`src/rtl/sort_pkg.sv`:
```
// Shared types and constants for the in-place memory sort engine.
package sort_pkg;

  // Byte distance between consecutive words in data memory.
  localparam int unsigned WORD_STRIDE = 4;

  typedef enum logic [3:0] {
    IDLE,
    RD_A,
    RD_B,
    CAP_B,
    CMP,
    WR_A,
    WR_B,
    ADV,
    FIN
  } sort_state_t;

endpackage

```
`src/rtl/sort_cmp.sv`:
```
// Compare stage: decides whether the adjacent pair A (lower address) and
// B (higher address) must be exchanged. Equal words never swap.
module sort_cmp #(
  parameter int DATA_W = 32
) (
  input  logic [DATA_W-1:0] a,
  input  logic [DATA_W-1:0] b,
  input  logic              descending,
  input  logic              signed_cmp,
  output logic              do_swap
);

  logic a_gt_b;
  logic a_lt_b;

  // Strict ordering in the selected number system, then pick by direction.
  always_comb begin
    a_gt_b = 1'b0;
    a_lt_b = 1'b0;
    if (signed_cmp) begin
      a_gt_b = $signed(a) > $signed(b);
      a_lt_b = $signed(a) < $signed(b);
    end else begin
      a_gt_b = a > b;
      a_lt_b = a < b;
    end
    do_swap = descending ? a_lt_b : a_gt_b;
  end

endmodule

```
`src/rtl/mem_sort_engine.sv`:
```
// Bubble sort with early exit over COUNT consecutive words in data memory,
// acting as a second master on a synchronous single-port RAM interface.
module mem_sort_engine
  import sort_pkg::*;
#(
  parameter  int DATA_W = 32,
  parameter  int ADDR_W = 32,
  parameter  int MAX_N  = 16,
  localparam int CNT_W  = $clog2(MAX_N + 1)
) (
  input  logic              clk,
  input  logic              rst,
  input  logic              start,
  input  logic [ADDR_W-1:0] base_addr,
  input  logic [CNT_W-1:0]  count,
  input  logic              descending,
  input  logic              signed_cmp,
  output logic [ADDR_W-1:0] mem_addr,
  output logic              mem_rd_en,
  input  logic [DATA_W-1:0] mem_rdata,
  output logic              mem_wr_en,
  output logic [DATA_W-1:0] mem_wdata,
  output logic              busy,
  output logic              done,
  output logic              err,
  output logic [15:0]       swap_count
);

  sort_state_t       state;
  logic [ADDR_W-1:0] base_r;
  logic              desc_r;
  logic              sgn_r;
  logic              bad_r;
  logic [CNT_W-1:0]  idx;
  logic [CNT_W-1:0]  last;
  logic              swapped;
  logic [DATA_W-1:0] a_r;
  logic [DATA_W-1:0] b_r;
  logic              do_swap;
  logic [CNT_W-1:0]  idx_nxt;

  assign idx_nxt = idx + CNT_W'(1);

  function automatic logic [ADDR_W-1:0] word_addr(input logic [ADDR_W-1:0] base,
                                                  input logic [CNT_W-1:0]  k);
    return base + ADDR_W'(k) * ADDR_W'(WORD_STRIDE);
  endfunction

  sort_cmp #(.DATA_W(DATA_W)) u_cmp (
    .a          (a_r),
    .b          (b_r),
    .descending (desc_r),
    .signed_cmp (sgn_r),
    .do_swap    (do_swap)
  );

  // Sequencer. Memory strobes/address are loaded on the transition into the
  // state that owns the access, so each strobe is high during that state only.
  // done is raised from FIN, i.e. on the cycle the engine is back in IDLE.
  always_ff @(posedge clk or posedge rst) begin
    if (rst) begin
      state      <= IDLE;
      base_r     <= '0;
      desc_r     <= 1'b0;
      sgn_r      <= 1'b0;
      bad_r      <= 1'b0;
      idx        <= '0;
      last       <= '0;
      swapped    <= 1'b0;
      a_r        <= '0;
      b_r        <= '0;
      mem_addr   <= '0;
      mem_rd_en  <= 1'b0;
      mem_wr_en  <= 1'b0;
      mem_wdata  <= '0;
      busy       <= 1'b0;
      done       <= 1'b0;
      err        <= 1'b0;
      swap_count <= '0;
    end else begin
      mem_rd_en <= 1'b0;
      mem_wr_en <= 1'b0;
      done      <= 1'b0;
      case (state)
        IDLE: begin
          if (start) begin
            base_r     <= base_addr;
            desc_r     <= descending;
            sgn_r      <= signed_cmp;
            swap_count <= '0;
            err        <= 1'b0;
            bad_r      <= 1'b0;
            busy       <= 1'b1;
            if (count > CNT_W'(MAX_N)) begin
              bad_r <= 1'b1;
              state <= FIN;
            end else if (count < CNT_W'(2)) begin
              state <= FIN;
            end else begin
              idx       <= '0;
              last      <= count - CNT_W'(1);
              swapped   <= 1'b0;
              mem_addr  <= base_addr;
              mem_rd_en <= 1'b1;
              state     <= RD_A;
            end
          end
        end
        RD_A: begin
          mem_addr  <= word_addr(base_r, idx_nxt);
          mem_rd_en <= 1'b1;
          state     <= RD_B;
        end
        RD_B: begin
          a_r   <= mem_rdata;
          state <= CAP_B;
        end
        CAP_B: begin
          b_r   <= mem_rdata;
          state <= CMP;
        end
        CMP: begin
          if (do_swap) begin
            mem_addr  <= word_addr(base_r, idx);
            mem_wdata <= b_r;
            mem_wr_en <= 1'b1;
            state     <= WR_A;
          end else begin
            state <= ADV;
          end
        end
        WR_A: begin
          mem_addr  <= word_addr(base_r, idx_nxt);
          mem_wdata <= a_r;
          mem_wr_en <= 1'b1;
          state     <= WR_B;
        end
        WR_B: begin
          if (swap_count != 16'hFFFF) swap_count <= swap_count + 16'd1;
          swapped <= 1'b1;
          state   <= ADV;
        end
        ADV: begin
          if (idx_nxt < last) begin
            idx       <= idx_nxt;
            mem_addr  <= word_addr(base_r, idx_nxt);
            mem_rd_en <= 1'b1;
            state     <= RD_A;
          end else if (!swapped || last == CNT_W'(1)) begin
            state <= FIN;
          end else begin
            last      <= last - CNT_W'(1);
            idx       <= '0;
            swapped   <= 1'b0;
            mem_addr  <= base_r;
            mem_rd_en <= 1'b1;
            state     <= RD_A;
          end
        end
        FIN: begin
          done  <= 1'b1;
          err   <= bad_r;
          busy  <= 1'b0;
          state <= IDLE;
        end
        default: state <= IDLE;
      endcase
    end
  end

endmodule

```
`config.mk`:
```
export PLATFORM = sky130hd
export DESIGN_NAME = mem_sort_engine
export DESIGN_NICKNAME = d
export VERILOG_FILES = /design/src/rtl/sort_pkg.sv /design/src/rtl/sort_cmp.sv /design/src/rtl/mem_sort_engine.sv
export SDC_FILE = /design/constraint.sdc
export NUM_CORES = 1
export LEC_CHECK = 0
export ABC_CLOCK_PERIOD_IN_PS = 7800
export CAP_MARGIN = 15
export CORE_ASPECT_RATIO = 0.7
export CORE_MARGIN = 4
export CORE_UTILIZATION = 55
export CTS_BUF_LIST = sky130_fd_sc_hd__clkbuf_4
export CTS_CLUSTER_SIZE = 40
export DETAILED_ROUTE_END_ITERATION = 7
export MAX_ROUTING_LAYER = met4
export PLACE_DENSITY = 0.8
export SKIP_CTS_REPAIR_TIMING = 1
export SYNTH_ARGS = -nofsm -noshare
export SYNTH_HDL_FRONTEND = slang
export SYNTH_SLANG_ARGS = --single-unit
```
`constraint.sdc`:
```
create_clock -name clk -period 7.8 [get_ports clk]
set_clock_uncertainty 0.1 [all_clocks]
set_input_delay 1.56 -clock clk [delete_from_list [all_inputs] [get_ports clk]]
set_output_delay 1.56 -clock clk [all_outputs]
set_load 0.05 [all_outputs]
```
## Yosys cells after proc, flatten, opt, wreduce, memory -nomap -nowiden

Index checks and enable logic that the tools add are counted.

| cells by class | value |
|---|---|
| mux-type cells | 54 |
| reduce and logical (&&, ||, !) cells | 18 |
| add/sub/neg operators | 6 |
| equality and inequality tests | 18 |
| magnitude comparators | 7 |

Operators with widths:

| kind | number |
|---|---|
| $mux W32 | 7 |
| $pmux W32 S4 | 1 |
| $add A32 B7 Y32 | 2 |
| $gt A32 B32 Y1 | 2 |
| $lt A32 B32 Y1 | 2 |
| $pmux W32 S2 | 1 |
| $mux W5 | 10 |
| $mux W16 | 2 |
| $pmux W16 S2 | 1 |
| $pmux W4 S8 | 1 |
| $mux W4 | 5 |
| $pmux W5 S2 | 2 |
| $mux W1 | 18 |
| $reduce_and A6 Y1 | 3 |
| $add A16 B1 Y16 const B | 1 |
| $eq A4 B3 Y1 const B | 4 |
| $ne A16 B16 Y1 const B | 1 |
| $ne A2 B2 Y1 const B | 7 |
| $sub A5 B1 Y5 const B | 2 |
| $eq A4 B2 Y1 const B | 2 |
| $reduce_bool A2 Y1 | 4 |
| $pmux W1 S2 | 3 |
| $pmux W1 S3 | 2 |
| $reduce_and A2 Y1 | 3 |
| other kinds (17) | 17 |

| storage, ports and cells | value |
|---|---|
| logic and storage cells | 121 |
| flip-flop bits (word level) | 199 |
| input port bits | 74 |
| output and inout port bits | 85 |

## Depth between registers and ports, before layout

| depth | value |
|---|---|
| depth after elaboration | 5 |
| gate-level depth with buffers | 13 |
| gate-level depth less buffers | 12 |

## By module

A second synthesis with hierarchy kept.

| unflattened totals | value |
|---|---|
| cells, all modules | 1,208 |
| area, all modules | 11,295.8 sq um |

Modules (own cells, without submodules):

| module | area an instance (sq um) | instances | cells an instance |
|---|---|---|---|
| mem_sort_engine | 10,468.8 | 1 | 1,093 |
| sort_cmp | 827.0 | 1 | 115 |

## Worst setup path after synthesis

OpenSTA, ideal clock, no wires.

| path | value |
|---|---|
| path kind | input-to-reg |
| start point | input count[1] |
| end point | register mem_addr[13] |
| data required time | 7.573 ns |
| cell stages on the path | 7 |
| arrival | 3.078 ns |
| slack | 4.494 ns |
| path through | nor4_1 -> a22o_1 -> nand2b_1 -> clkbuf_1 -> nor2_2 -> buf_6 -> mux2_1 |

| between the ends | value |
|---|---|
| cells in the longest elaborated chain, start to end | 3 |
| elaborated cells between the ends (all ways) | 5 |

Ends and longest elaborated chain:

| item | RTL line | RTL |
|---|---|---|
| start, declared | mem_sort_engine.sv:15 | `input logic [CNT_W-1:0] count,` |
| $lt A5 B2 Y1 / $gt A5 B5 Y1 (equally long branches) | mem_sort_engine.sv:97, mem_sort_engine.sv:94 |  |
| $ne A2 B2 Y1 (no source line) | -- |  |
| $reduce_and A6 Y1 (no source line) (*) | -- |  |
| end signal, assigned | mem_sort_engine.sv:103 | `mem_addr <= base_addr;` |
| end signal, assigned | mem_sort_engine.sv:110 | `mem_addr <= word_addr(base_r, idx_nxt);` |
| end signal, assigned | mem_sort_engine.sv:124 | `mem_addr <= word_addr(base_r, idx);` |
| end, declared | mem_sort_engine.sv:18 | `output logic [ADDR_W-1:0] mem_addr,` |

Mark *: on every way between the ends. The rest lies on a longest branch, timed or not.
A chain may end at the register's enable or synchronous reset.

## Worst setup path after layout

| path | value |
|---|---|
| start point | register idx[0] |
| end point | register mem_addr[29] |

| between the ends | value |
|---|---|
| cells in the longest elaborated chain, start to end | 4 |
| elaborated cells between the ends (all ways) | 9 |

Ends and longest elaborated chain:

| item | RTL line | RTL |
|---|---|---|
| start, declared | mem_sort_engine.sv:34 | `logic [CNT_W-1:0] idx;` |
| start signal, assigned | mem_sort_engine.sv:145 | `idx <= idx_nxt;` |
| $add A5 B1 Y5 | mem_sort_engine.sv:42 | `assign idx_nxt = idx + CNT_W'(1);` |
| $add A32 B7 Y32 / $lt A5 B5 Y1 (equally long branches) | mem_sort_engine.sv:46, mem_sort_engine.sv:144 |  |
| $mux W32 / $ne A3 B3 Y1 (equally long branches) | -- |  |
| $pmux W32 S4 / $reduce_and A6 Y1 (equally long branches) | -- |  |
| end signal, assigned | mem_sort_engine.sv:103 |  |
| end signal, assigned | mem_sort_engine.sv:146 | `mem_addr <= word_addr(base_r, idx_nxt);` |
| end signal, assigned | mem_sort_engine.sv:155 | `mem_addr <= base_r;` |

Parallel ways exist; a longest one is shown, timed or not. The select of a mux whose other input is x is not followed.

==> flow_summary.toml <==
[routing]
finalWirelength_mm = 28.2
post_drt_via_cell_ratio = 5.83
detail_route.first_pass.iterations = 7
remaining_drc_errors = 0
detail-route-antenna-nets = 0
routedWlPerCell_um = 18.1
vias = 9111
drt-initial-drc-count = 736

[place]
placement.cell_area_mm2 = 0.0126
placement.io_buffers = 158
dp_worst_setup_slack_ns = 3.39
gp_congestion = 0.958
dp_hpwl_mm = 20.2

[clocking]
clock_transition_at_the_registers_of_the_reported_paths_ns = 0.18
htree_num_levels = 4
cts_tree = "built"
clk_root_buffer_cell = "clkbuf_4"
cts-buffers-inserted = 17
clockBufferDepth = 2
worst_skew_pair.late_latency_ns = 0.63
clock_sinks = 199

[global_route]
globalRouteTotalUtil = 0.264
grt_start_max_net_pins = 139
grt_pass1_wl_mm = 45.6
initial_antenna_violation_count = 0
overflow = 0
via_count_of_the_first_global_routing_pass = 8774

[cells_and_area]
finish.net_count = 1413
antenna_cells_inserted = 0
commonest_non_fill_non_tap_cell_in_the_layout = "dfrtp_1"
area_growth_syn_to_layout_pct = 19.1
design_area_mm2 = 0.0129
final_layout_size_suffix_gt1_frac = 0.0855
fillerInstances = 1529
layout_common_cells = "dfrtp_1 (199), nand2_1 (196), clkdlybuf4s50_1 (158)"

[timing]
timing_max_transition_violations_final = 0
finalSetupTns_ns = 0
transition_time_at_the_pin_with_the_least_slew_margin_ns = 1.16
layout_setup_ws_ns = 3.84
period_share = 0.508
final_hold_fails = 0
fmaxAchievable_ghz = 0.253
setup_repair_after_global_routing_missed_its_margin = "no"
finalCriticalPeriod_ns = 3.96
worst_slew_margin_relative_to_its_limit = 0.227
setup_violations = 0

[synthesis]
netlist_area_mm2 = 0.0108
synth.net_count = 1279
yosys.area_share.simple = 0.169
ffs_latches_synth = 199
proportion_of_synthesized_flip_flops_having_asynchronous_set_or_reset = 1.00
avg_synthesized_cell_area_um2 = 9.39
synth-compound-area-share = 0.154
synth.mux.area_fraction = 0.0899
seq_area_frac_synth = 0.461
dominant_combinational_cell_family_by_area_after_synthesis = "simple AND/OR/NAND/NOR gates"
post_synth_num_cell_types = 73
synth-adder-area-share = 0.0639
post_synth_xor_area_fraction = 0.0195
ys.flop_type = "dfrtp_1"
synth_edf_count = 0
syn-instance-count = 1151
ys_warn_count = 0

[pwr]
clkPwrFrac = 0.097
cellLeakagePower_uw = 0.00578
power.internal_uw = 3080
p_sw_frac = 0.495
p_sw_uw = 3020
power.sequential.fraction = 0.319
power_frac_comb = 0.584
pwr_density_cell_mw_per_mm2 = 474
ir_worst_vdd_mv = 0.270

[setup_path]
cpMostUsedCell = "ha_1"
timing.critical_path.from_type = "flop"
required_ns = 8.23
critical_path.max_stage_delay_ns = 0.71
critical_path.cell_chain = "ha_1 -> ha_1 -> a21boi_0 -> o21a_1 -> nor3_1 -> nor2_1 -> a21boi_1 -> o21ai_0 -> o311ai_0 -> mux2_2"
critical_path.endpoint_type = "flop"
timing.setup.critical_path_class = "flop to flop"
path_max_fanout = 7
critical_path.slowest_cell = "o21ai_0"
data_arrival_time_of_the_critical_path_ns = 4.39

[floorplan]
placementRows = 42
design.core.area_mm2 = 0.0191
die-area_mm2 = 0.0220
fp.dieH_um = 125
io-pin-count = 159
floorplan.die.width_um = 176
initial_utilization = 0.566

[run]
max-cap-violations = 0

[status]
run_status = "complete, no violations"

[min_path]
hold_path.class = "flop to flop"
## final cells by class
cell class	count	area, um2	area share
clock buffer	17	128	0.00992
clock inverter	15	176	0.0137
inverter	59	229	0.0178
multi-input combinational	842	5390	0.418
sequential	199	4980	0.387
tap	264	330	0.0257
timing repair buffer	166	1640	0.128
## stage by stage
stage / std cells / util / total power, uW / hold WS (ns)
final: 1562 / 0.675 / 6110 / 0.400
after floorplan: 1151 / - / 4480 / 0.345
after global routing: 1562 / 0.675 / 6540 / 0.435
after global placement: 1529 / 0.658 / 5390 / 0.357
after CTS: 1561 / 0.674 / 6100 / 0.399
after detailed placement: 1529 / 0.658 / 5500 / 0.362
## routing by layer
layer,part of all wire,track usage
met1,0.48,0.392
met2,0.43,0.373
met3,0.070,0.0573
met4,0.018,0.0632
met5,0,-
## power by group through the flow
| stage | clock [uW] | sequential [uW] | combinational, uW |
|---|---|---|---|
| after floorplan | 0 | 2480 | 2000 |
| after global placement | 0 | 1940 | 3450 |
| after detailed placement | 0 | 1970 | 3540 |
| after CTS | 603 | 1940 | 3560 |
| after global routing | 642 | 2010 | 3880 |
| final | 590 | 1950 | 3570 |
## kinds of logic (layout without fill, tap and decap cells)
logic type,after synthesis,in the layout
AOI/OAI and AO/OA,267,267
xor gates and xnor gates,24,24
adders and majority gates,54,54
buffers and inverters,110,257
DFF,199,199
muxes,90,90
and+or+nand+nor,407,407
## critical path, delay by kind of cell, from the launching register on
family          cells  cell delay, ns
compound gates      5            1.70
flops               1            0.48
fa+ha+maj           2            0.64
simple gates        2            0.59
mux                 1            0.35
## Yosys cell counts, types with 4 or more instances
| cell | n | share of area |
|---|---|---|
| mux2_1 | 4 | 0.0042 |
| o21bai_1 | 6 | 0.0042 |
| xor2_1 | 14 | 0.011 |
| nand4_1 | 19 | 0.011 |
| nor3_1 | 17 | 0.0079 |
| inv_1 | 59 | 0.020 |
| o21a_1 | 4 | 0.0028 |
| a2bb2oi_1 | 4 | 0.0032 |
| a22o_1 | 5 | 0.0041 |
| nand2b_1 | 7 | 0.0041 |
| clkbuf_1 | 34 | 0.012 |
| nor2_1 | 90 | 0.031 |
| and3_1 | 11 | 0.0064 |
| mux2i_1 | 34 | 0.032 |
| a31oi_1 | 7 | 0.0041 |
| or3_1 | 9 | 0.0052 |
| o41ai_1 | 5 | 0.0041 |
| a21o_1 | 8 | 0.0056 |
| buf_1 | 4 | 0.0014 |
| mux2_2 | 52 | 0.054 |
| o211ai_1 | 5 | 0.0035 |
| a21oi_1 | 68 | 0.032 |
| o31ai_1 | 7 | 0.0049 |
| o21ai_0 | 103 | 0.048 |
| nand3_1 | 17 | 0.0079 |
| and2_1 | 11 | 0.0064 |
| ha_1 | 52 | 0.060 |
| nand2_1 | 196 | 0.068 |
| buf_2 | 6 | 0.0028 |
| a222oi_1 | 5 | 0.0046 |
| dfrtp_1 | 199 | 0.46 |
| nor4_1 | 9 | 0.0052 |
| a211oi_1 | 6 | 0.0042 |
| xnor2_1 | 10 | 0.0081 |
| o311ai_0 | 4 | 0.0032 |
## flip-flops by register name, indices dropped and copies added (netlist names)
signal / flops
a_r: 32
b_r: 32
base_r: 32
mem_addr: 32
mem_wdata: 32
swap_count: 16
idx: 5
last: 5
state: 4
bad_r: 1
busy: 1
desc_r: 1
done: 1
err: 1
mem_rd_en: 1
mem_wr_en: 1
sgn_r: 1
swapped: 1
## final timing paths
| kind | startpoint | endpoint | slack, ns | cells after the start |
|---|---|---|---|---|
| worst min register to register | base_r[0]$_DFFE_PP0P_ | base_r[0]$_DFFE_PP0P_ | 0.40 | 2 |
| worst max-delay path | idx[0]$_DFFE_PP0P_ | mem_addr[29]$_DFFE_PP0P_ | 3.84 | 10 |
| worst max register to register | idx[0]$_DFFE_PP0P_ | mem_addr[29]$_DFFE_PP0P_ | 3.84 | 10 |
| min in group asynchronous | rst | mem_addr[16]$_DFFE_PP0P_ | 1.44 | 2 |
| worst min-delay path | base_r[0]$_DFFE_PP0P_ | base_r[0]$_DFFE_PP0P_ | 0.40 | 2 |
| max in group asynchronous | rst | swap_count[2]$_DFFE_PP0P_ | 4.80 | 3 |
Power figures use the tool's default switching activity.
